File: config.mk
export PLATFORM = sky130hd
export DESIGN_NAME = instr_fetch_unit
export DESIGN_NICKNAME = d
export VERILOG_FILES = /design/src/rtl/riscv_pkg.sv /design/src/rtl/next_pc_logic.sv /design/src/rtl/instr_fetch_unit.sv
export SDC_FILE = /design/constraint.sdc
export NUM_CORES = 1
export LEC_CHECK = 0
export CAP_MARGIN = 20
export CORE_MARGIN = 10
export CORE_UTILIZATION = 40
export CTS_CLUSTER_DIAMETER = 120
export DETAILED_ROUTE_END_ITERATION = 6
export GPL_ROUTABILITY_DRIVEN = 0
export PLACE_DENSITY = 0.74
export SYNTH_ARGS = -nofsm -noshare
export SYNTH_HDL_FRONTEND = slang
export SYNTH_SLANG_ARGS = --single-unit
File: constraint.sdc
create_clock -name clk -period 3.74 [get_ports clk]
set_clock_uncertainty 0.2 [all_clocks]
set_input_delay 1.122 -clock clk [delete_from_list [all_inputs] [get_ports clk]]
set_output_delay 1.122 -clock clk [all_outputs]
set_load 0.01 [all_outputs]
File: src/rtl/riscv_pkg.sv
// riscv_pkg: shared datapath width, NOP encoding, opcode constants and fetch FSM encoding.
package riscv_pkg;
    localparam int XLEN = 32;
    localparam logic [31:0] NOP_INSTR = 32'h0000_0013;
    localparam logic [6:0] OP_R      = 7'b0110011;
    localparam logic [6:0] OP_LW     = 7'b0000011;
    localparam logic [6:0] OP_SW     = 7'b0100011;
    localparam logic [6:0] OP_BRANCH = 7'b1100011;
    localparam logic [6:0] OP_ADDI3  = 7'b0010011;
    typedef enum logic [1:0] {
        ST_FETCH = 2'd0,
        ST_VALID = 2'd1,
        ST_TRAP  = 2'd2
    } fetch_state_e;
endpackage

File: src/rtl/next_pc_logic.sv
// next_pc_logic: combinational next-PC selection (jalr > jal > taken branch > pc+4) and link value.
module next_pc_logic #(
    parameter int W = riscv_pkg::XLEN
) (
    input  logic [W-1:0] pc_i,
    input  logic [W-1:0] imm_i,
    input  logic [W-1:0] rs1_val_i,
    input  logic         branch_i,
    input  logic         jal_i,
    input  logic         jalr_i,
    input  logic         zero_i,
    output logic [W-1:0] next_pc_o,
    output logic [W-1:0] pc_plus4_o
);
    logic [W-1:0] jalr_sum;
    logic [W-1:0] pc_imm;
    logic         take_branch;

    assign jalr_sum    = rs1_val_i + imm_i;
    assign pc_imm      = pc_i + imm_i;
    // An unknown zero flag must never redirect fetch, so only a definite 1 takes the branch.
    assign take_branch = branch_i & (zero_i === 1'b1);
    assign pc_plus4_o  = pc_i + W'(4);
    assign next_pc_o   = jalr_i ? {jalr_sum[W-1:1], 1'b0}
                       : (jal_i | take_branch) ? pc_imm
                       : pc_plus4_o;
endmodule

File: src/rtl/instr_fetch_unit.sv
// instr_fetch_unit: owns the PC, single-issue imem fetch over req/ack, holds instr for decode.
// Optional FETCH_MISALIGN_TRAP_EN: misaligned redirect enters a sticky TRAP state instead of aligning.
module instr_fetch_unit #(
    parameter int               XLEN     = riscv_pkg::XLEN,
    parameter logic [XLEN-1:0]  RESET_PC = '0
) (
    input  logic            clk,
    input  logic            reset,
    output logic            imem_req,
    output logic [XLEN-1:0] imem_addr,
    input  logic            imem_ack,
    input  logic [31:0]     imem_rdata,
    output logic [31:0]     instr,
    output logic [6:0]      opCode,
    output logic [XLEN-1:0] pc,
    output logic [XLEN-1:0] pc_plus4,
    output logic            instr_valid,
    input  logic            retire,
    input  logic            stall,
    input  logic            branch,
    input  logic            jal,
    input  logic            jalr,
    input  logic            zero,
    input  logic [XLEN-1:0] imm,
    input  logic [XLEN-1:0] rs1_val,
    output logic            misalign_trap
);
    import riscv_pkg::*;

    fetch_state_e    state_q, state_d;
    logic [XLEN-1:0] pc_q, pc_d;
    logic [31:0]     instr_q, instr_d;
    logic [XLEN-1:0] target;
    logic [XLEN-1:0] next_pc;
    logic            misaligned;

    next_pc_logic #(.W(XLEN)) u_next_pc (
        .pc_i       (pc_q),
        .imm_i      (imm),
        .rs1_val_i  (rs1_val),
        .branch_i   (branch),
        .jal_i      (jal),
        .jalr_i     (jalr),
        .zero_i     (zero),
        .next_pc_o  (target),
        .pc_plus4_o (pc_plus4)
    );

`ifdef FETCH_MISALIGN_TRAP_EN
    assign next_pc       = target;
    assign misaligned    = |target[1:0];
    assign misalign_trap = (state_q == ST_TRAP);
`else
    assign next_pc       = target & ~XLEN'(3);
    assign misaligned    = 1'b0;
    assign misalign_trap = 1'b0;
`endif

    always_comb begin
        state_d = state_q;
        pc_d    = pc_q;
        instr_d = instr_q;
        case (state_q)
            ST_FETCH: if (imem_ack) begin
                instr_d = imem_rdata;
                state_d = ST_VALID;
            end
            // stall outranks retire; ack arriving here is ignored
            ST_VALID: if (retire && !stall) begin
                pc_d    = next_pc;
                state_d = misaligned ? ST_TRAP : ST_FETCH;
            end
            default: ;
        endcase
    end

    always_ff @(posedge clk or posedge reset) begin
        if (reset) begin
            state_q <= ST_FETCH;
            pc_q    <= RESET_PC;
            instr_q <= NOP_INSTR;
        end else begin
            state_q <= state_d;
            pc_q    <= pc_d;
            instr_q <= instr_d;
        end
    end

    // Request is masked while reset is held so an abandoned fetch never leaks out.
    assign imem_req    = (state_q == ST_FETCH) & ~reset;
    assign imem_addr   = pc_q;
    assign instr       = instr_q;
    assign opCode      = instr_q[6:0];
    assign pc          = pc_q;
    assign instr_valid = (state_q == ST_VALID);
endmodule

==> reports/metrics.sh, run 1 <==
YOSYS_REGISTER_BITS=63
DETAIL_ROUTE.WIRELENGTH_UM=26700
LAYOUT-AREA-OVERHEAD-VS-SYNTH_PCT=70.5
TRITONCTS.NUM_BUFFERS=9
CP_MAX_FO=4
FRACTION_OF_LAYOUT_CELLS_WITH_A_SIZE_SUFFIX_ABOVE_1=0.291
TRITONCTS_NUM_SINKS=63
REQUIRED_TIME_OF_THE_CRITICAL_PATH_NS=2.42
SETUP_WS_NS=-0.116
CTS.HOLD.BUFFERS_ADDED=0
PORTBUFFERS=235
PLACEABLECOREAREA_UM2=15800
SYNTH.LIB_CELLS_USED.DISTINCT=67
MAXSLEWHEADROOM=0.649
WHS_PATH_DEPTH=1
ASYNCSETRESETFLOPFRACSYNTH=1.00
CLOCK_INSERTION_DELAY_WORST_SKEW_NS=0.33
SYNTH_AREA_UM2=6420
DOMINANT_CELL_TYPE_BY_AREA_AFTER_SYNTHESIS='dfrtp_1'
STATUS='finished, violations left'
FINALSETUPTNS_NS=-0.473
SLEW_VIOLATIONS=0
WORST_HOLD_PATH.ENDPOINT='instr[24]'
FINAL_UTIL=0.692
FINALCRITPERIODSHARE=1.03
DPL.HPWL_UM=20500
SYNTH_SEQUENTIAL_AREA_RATIO=0.246
DRTITER0DRC=596
GRT.TOTAL_USAGE=0.230
NUMBER_OF_ANTENNA_VIOLATIONS_AT_THE_FIRST_CHECK_IN_GLOBAL_ROUTING=0
FAILING_CHECKS='negative setup slack'
CPMAXSTAGEDELAYCELL='or4_4'
CRIT_PATH_CELL_TRACE='ha_4 -> nand3_2 -> or4_4 -> or3_4 -> nor2b_4 -> buf_6 -> nand2_4 -> xnor2_2 -> buf_4'
RSZ0062_AT_GRT='true'
YOSYS.CELL_COUNT.TOP_TYPE='nand2_1'
SYN_AVG_CELL_AREA_UM2=8.35
CLOCK.FMAX_MHz=259
WORST_SETUP_PATH_END_KIND='output port'
CTS.ROOT.BUFFER_CELL='clkbuf_16'
POST-ROUTE-DRC-COUNT=0
PERIOD_NEEDED_NS=3.86
ANT_NETS=0
PLACEMENT_ROWS=46
DIE_HEIGHT_UM=147
SYNTH_CELLS=769
DRV_CAP=0
R2R-END='imem_addr[22]'
FINALSETUPVIOLATIONS=5
CRITICAL_PATH.REG2REG.STARTPOINT='imem_addr[2]'
POST_DRT_WL_PER_CELL_UM=19.7
GRT_START_MAX_NET_PINS=38
INITIAL_UTIL=0.406
GR-TOTAL-OVERFLOW=0
WORST_SLEW_PIN_SLEW_NS=0.525
N_ANTENNA_CELL=0
CLOCK_TREE.BUFFER_DEPTH=2
VIAS_IN_THE_FIRST_GLOBAL_ROUTE=7400
IRDROPWORSTVDD_V=0.000280
SYNTHFLOPTYPE='dfrtp_1'
DRTPASS1ITERATIONS=6
CTS-HTREE-LEVELS=3
DR_TOTAL_VIAS=7466
CRITPATHKIND='reg -> out'
SLOWEST_DELAY_NS=0.44
SYNTHTOPCELLSBYCOUNT='75 x nand2_1, 60 x a21oi_1, 60 x dfrtp_1, 60 x ha_1, 55 x nor2_1'
HOLD_START='instr[24]'
TIMING.REG2REG.WORST_PATH_DEPTH=13
NNETSFINAL=1300
FIRST_PASS_GRT_WIRE_LENGTH_UM=40600
PATH_CLK_SLEW_NS=0.06
ROUTE.DETAILED.VIAS_PER_INST=5.51
YOSYSTOPAREACELLSHARE=0.234
HOLD-WORST-SLACK_NS=0.305
DIE-AREA_UM2=21500
YOSYS_WARNINGS=0
DIE_WIDTH_UM=147
CRITICAL_PATH.STARTPOINT_TYPE='register'
PIN_COUNT=243
ARR_TIME_CRIT_PATH_NS=2.53
AREA_CONTRIBUTORS_POST_SYNTH='dfrtp_1 23%, ha_1 12%, mux2_2 5.8%'
CTS_TREE='built'
WORST_HOLD_PATH_TYPE='reg -> reg'
POWER_LEAKAGE_nW=5.05
TOTAL_POWER_mW=6.41
PRE_CTS_SLACK_NS=-1.03
TOTAL_POWER_DIVIDED_BY_CELL_AREA_nW_PER_UM2=586
REG2REG_SLACK_NS=0.46
SYNTH_EDF_COUNT=0
FINALHOLDVIOLCOUNT=0
how the worst max path moves through the flow:
| stage | start | cells after the start | end |
|---|---|---|---|
| 3_3_place_gp | imm[10] | 13 | imem_addr[27] |
| 5_1_grt | imem_addr[3] | 9 | pc_plus4[24] |
| 4_1_cts | imem_addr[3] | 9 | pc_plus4[24] |
| 3_5_place_dp | imm[10] | 13 | imem_addr[27] |
| 2_1_floorplan | imem_addr[3] | 9 | pc_plus4[30] |
| 6_report | imem_addr[3] | 9 | pc_plus4[24] |
sequential cells by signal (all words and copies together) (netlist names):
| signal | flops |
|---|---|
| state_q | 1 |
| instr | 32 |
| imem_addr | 30 |
final cells by class:
type | count | area (µm²)
inverter | 18 | 67.6
clock inverter | 7 | 103
timing repair buffer | 420 | 3740
clock buffer | 9 | 225
sequential | 63 | 1580
multi-input combinational | 622 | 4960
tap | 216 | 270
fill | 1253 | 4880
power by group:
part	internal (mW)	switching, mW	leakage (nW)
logic	2.32	2.08	4.14
clock network	0.592	0.337	0.157
registers	0.903	0.182	0.745
stage by stage:
stage | std cells | area [µm²]
6_report | 1355 | 10900
5_1_grt | 1355 | 10900
4_1_cts | 1345 | 10500
3_5_place_dp | 1323 | 9900
3_3_place_gp | 1323 | 9900
2_1_floorplan | 775 | 6440
worst max-delay path: cells and delay by family, from the launching register on:
kind / cells / cell delay (ns)
XOR/XNOR: 1 / 0.14
adder cells (fa/ha/maj): 1 / 0.17
buffers and inverters: 2 / 0.29
flip-flops: 1 / 0.40
AND/OR/NAND/NOR: 5 / 1.20
routing by layer:
| layer | wire length (µm) | global-route usage |
|---|---|---|
| met1 | 10500 | 0.277 |
| met2 | 13100 | 0.399 |
| met3 | 2200 | 0.0451 |
| met4 | 882 | 0.0786 |
| met5 | 0 | 0 |
placed cells by master (no fill, tap or decap), types with 11 or more instances in the layout:
cell             Yosys  final
a211oi_1            16     14
a21o_1              33     33
a21oi_1             60     52
buf_4               44    184
clkdlybuf4s50_1      0    189
dfrtp_1             60     60
dlymetal6s2s_1       0     24
ha_1                60     37
ha_4                 0     20
inv_1               18     17
mux2_2              33     33
nand2_1             75     71
nand3_1             18     15
nand4_1             11     11
nor2_1              55     53
nor3_1              16     13
o21ai_0             43     39
xnor2_1             38     34
xor2_1              38     36
cells by family after synthesis:
group                    Yosys count  share of synthesized area
XOR/XNOR                          76                      0.104
other                              1                   0.000584
multiplexers                      35                     0.0610
buffers and inverters             90                     0.0791
flip-flops                        63                      0.246
AO/OA/AOI/OAI                    226                      0.230
AND/OR/NAND/NOR                  217                      0.159
adder cells (fa/ha/maj)           61                      0.120
timing repair:
action / CTS / global route
setup endpoints to repair: 34 / 31
buffers inserted: 7 / 10
gates resized for setup: 86 / 90
pin swaps: 20 / 39
No activity file was read; power rests on OpenSTA's default activity.
==> inputs of run 2 (changes only) <==
==> constraint.sdc (replaced) <==
create_clock -name clk -period 4.1 [get_ports clk]
set_clock_uncertainty 0.2 [all_clocks]
set_input_delay 1.23 -clock clk [delete_from_list [all_inputs] [get_ports clk]]
set_output_delay 1.23 -clock clk [all_outputs]
set_load 0.01 [all_outputs]
==> run 2 against run 1 <==
Net effect:
- hold slack better by 0.0012 ns
- worst setup slack better by 0.20 ns
- sequential cell count unchanged
- final cell count down 4.9%
- the flow now finishes without violations
==> reports/metrics.sh, run 2 (same netlist as run 1, synthesis figures left out) <==
LARGEST_REG_FLOPS=32
SETUP_WS_NS=0.0803
CTS-HTREE-LEVELS=3
SLEW_VIOLATIONS=0
DIE_HEIGHT_UM=147
TOTAL_POWER_mW=5.37
CRITPATHKIND='reg -> out'
WHS_PATH_DEPTH=1
FIRST_PASS_GRT_WIRE_LENGTH_UM=37500
PLACEMENT_ROWS=46
SLOWEST_DELAY_NS=0.59
CTS_TREE='built'
TRITONCTS_NUM_SINKS=63
DETAIL_ROUTE.WIRELENGTH_UM=24400
FINAL_UTIL=0.636
MAXSLEWHEADROOM=0.557
FIN_AREA_UM2=10100
CRITICAL-PATH-TOP-CELL-BY-COUNT='buf_4'
PIN_COUNT=243
STATUS='complete, no violations'
NUMBER_OF_ANTENNA_VIOLATIONS_AT_THE_FIRST_CHECK_IN_GLOBAL_ROUTING=0
RSZ0062_AT_GRT='true'
COMMONEST_CELLS_AFTER_ROUTING_FILL_AND_TAPS_ASIDE='220 x clkdlybuf4s50_1, 118 x buf_4, 75 x nand2_1, 60 x dfrtp_1, 57 x a21oi_1'
DIE_WIDTH_UM=147
VIAS_IN_THE_FIRST_GLOBAL_ROUTE=6837
PATH_CLK_SLEW_NS=0.07
CLOCK_TREE.BUFFER_DEPTH=2
FINALCRITPERIODSHARE=0.980
IRDROPWORSTVDD_V=0.000228
REQUIRED_TIME_OF_THE_CRITICAL_PATH_NS=2.67
FINALHOLDVIOLCOUNT=0
POWER_LEAKAGE_nW=4.52
CTS.ROOT.BUFFER_CELL='clkbuf_16'
DPL.HPWL_UM=19700
PLACEABLECOREAREA_UM2=15800
ROUTE.DETAILED.VIAS_PER_INST=5.39
PLACEMENT.CELL_AREA_UM2=9510
GR-TOTAL-OVERFLOW=0
CLOCK_INSERTION_DELAY_WORST_SKEW_NS=0.34
FILL_CELLS=1354
POST-ROUTE-DRC-COUNT=0
FRACTION_OF_LAYOUT_CELLS_WITH_A_SIZE_SUFFIX_ABOVE_1=0.200
ARR_TIME_CRIT_PATH_NS=2.59
DR_TOTAL_VIAS=6954
CLOCK.FMAX_MHz=249
WORST_SLEW_PIN_SLEW_NS=0.663
GRT.TOTAL_USAGE=0.213
ANT_NETS=0
CPMAXSTAGEDELAYCELL='clkdlybuf4s50_1'
FINALSETUPVIOLATIONS=0
N_ANTENNA_CELL=0
TIMING.REG2REG.WORST_PATH_DEPTH=11
CP_MAX_FO=5
CTS.HOLD.BUFFERS_ADDED=0
INITIAL_UTIL=0.406
WORST_HOLD_PATH_TYPE='reg -> reg'
CRIT_PATH_CELL_TRACE='nand4_2 -> buf_4 -> nor4_4 -> and2_1 -> buf_4 -> nand3_1 -> xnor2_2 -> clkdlybuf4s50_1'
REG2REG_SLACK_NS=0.88
PERIOD_NEEDED_NS=4.02
PORTBUFFERS=235
DRV_CAP=0
DIE-AREA_UM2=21500
PRE_CTS_SLACK_NS=-0.537
GRT_START_MAX_NET_PINS=40
DRTITER0DRC=554
TOTAL_POWER_DIVIDED_BY_CELL_AREA_nW_PER_UM2=534
MOST_COMMON_CELL_AFTER_LAYOUT_FILL_AND_TAPS_ASIDE='clkdlybuf4s50_1'
CRITICAL_PATH.STARTPOINT_TYPE='register'
POST_DRT_WL_PER_CELL_UM=18.9
DRTPASS1ITERATIONS=5
NNETSFINAL=1234
WORST_SETUP_PATH_END_KIND='output port'
LAYOUT-AREA-OVERHEAD-VS-SYNTH_PCT=56.8
TRITONCTS.NUM_BUFFERS=9
[run 2: cell count changes in the layout (fill, tap and decap cells not counted), moves of 3 or more]
cell / change
a21oi_4: -3
ha_2: -3
a21oi_1: +5
nor3_1: +3
buf_2: -5
ha_4: -16
dlymetal6s2s_1: -18
buf_4: -66
dlygate4sd2_1: -5
nand2_1: +4
clkdlybuf4s50_1: +31
ha_1: +19
o21ai_1: +3
[run 2: layer usage]
metal,global-route usage,part of all wire
met3,0.0396,0.084
met4,0.0636,0.021
met5,0,0
met1,0.267,0.41
met2,0.362,0.48
[run 2: stage by stage]
| step | TNS, ns | std cells | hold slack, ns |
|---|---|---|---|
| 2_1_floorplan | 0 | 775 | 0.351 |
| 3_3_place_gp | -3.80 | 1270 | 0.288 |
| 3_5_place_dp | -4.36 | 1270 | 0.294 |
| 4_1_cts | 0 | 1286 | 0.309 |
| 5_1_grt | -0.0664 | 1289 | 0.327 |
| 6_report | 0 | 1289 | 0.306 |
[run 2: final cells by class]
type | count | area, µm² | share of cell area
multi-input cells | 622 | 4600 | 0.457
repair buffers | 354 | 3250 | 0.323
flip-flops and latches | 63 | 1580 | 0.157
well taps | 216 | 270 | 0.0268
clock buffers | 9 | 225 | 0.0224
clock inverters | 7 | 80.1 | 0.00795
inverters | 18 | 67.6 | 0.00671
[run 2: worst max-delay path, delay by kind of cell, from the launching register on]
family	cells	cell delay (ns)
DFF	1	0.36
and+or+nand+nor	4	0.76
buffers and inverters	3	0.92
xor gates and xnor gates	1	0.22
[run 2: path summary, 6_finish.rpt]
path | startpoint | end
hold / removal | instr[22] | instr[22]
setup reg to reg | imem_addr[11] | imem_addr[22]
hold reg to reg | instr[22] | instr[22]
min in group asynchronous | reset | instr[2]
max in group asynchronous | reset | instr[4]
setup / recovery | imem_addr[8] | pc_plus4[17]
[run 2: repair_timing]
| action | 4_1_cts | 5_1_grt |
|---|---|---|
| cloned | 0 | 0 |
| pin swaps | 2 | 10 |
| buffers inserted | 0 | 3 |
| setup endpoints to repair | 21 | 24 |
| gates resized for setup | 19 | 43 |
[run 2: where the power goes]
group	leakage, nW	total, mW	switching (mW)	internal (mW)
sequential	0.745	1.03	0.206	0.823
combinational	3.63	3.54	1.68	1.87
clock	0.143	0.804	0.326	0.477
==> inputs of run 3 (changes only) <==
--- a/config.mk
+++ b/config.mk
@@ -12,6 +12,7 @@
 export DETAILED_ROUTE_END_ITERATION = 6
 export GPL_ROUTABILITY_DRIVEN = 0
 export PLACE_DENSITY = 0.74
+export SLEW_MARGIN = 10
 export SYNTH_ARGS = -nofsm -noshare
 export SYNTH_HDL_FRONTEND = slang
 export SYNTH_SLANG_ARGS = --single-unit
==> results of run 3 <==
Same layout as run 2: the final DEF is identical, and so are final timing and power.
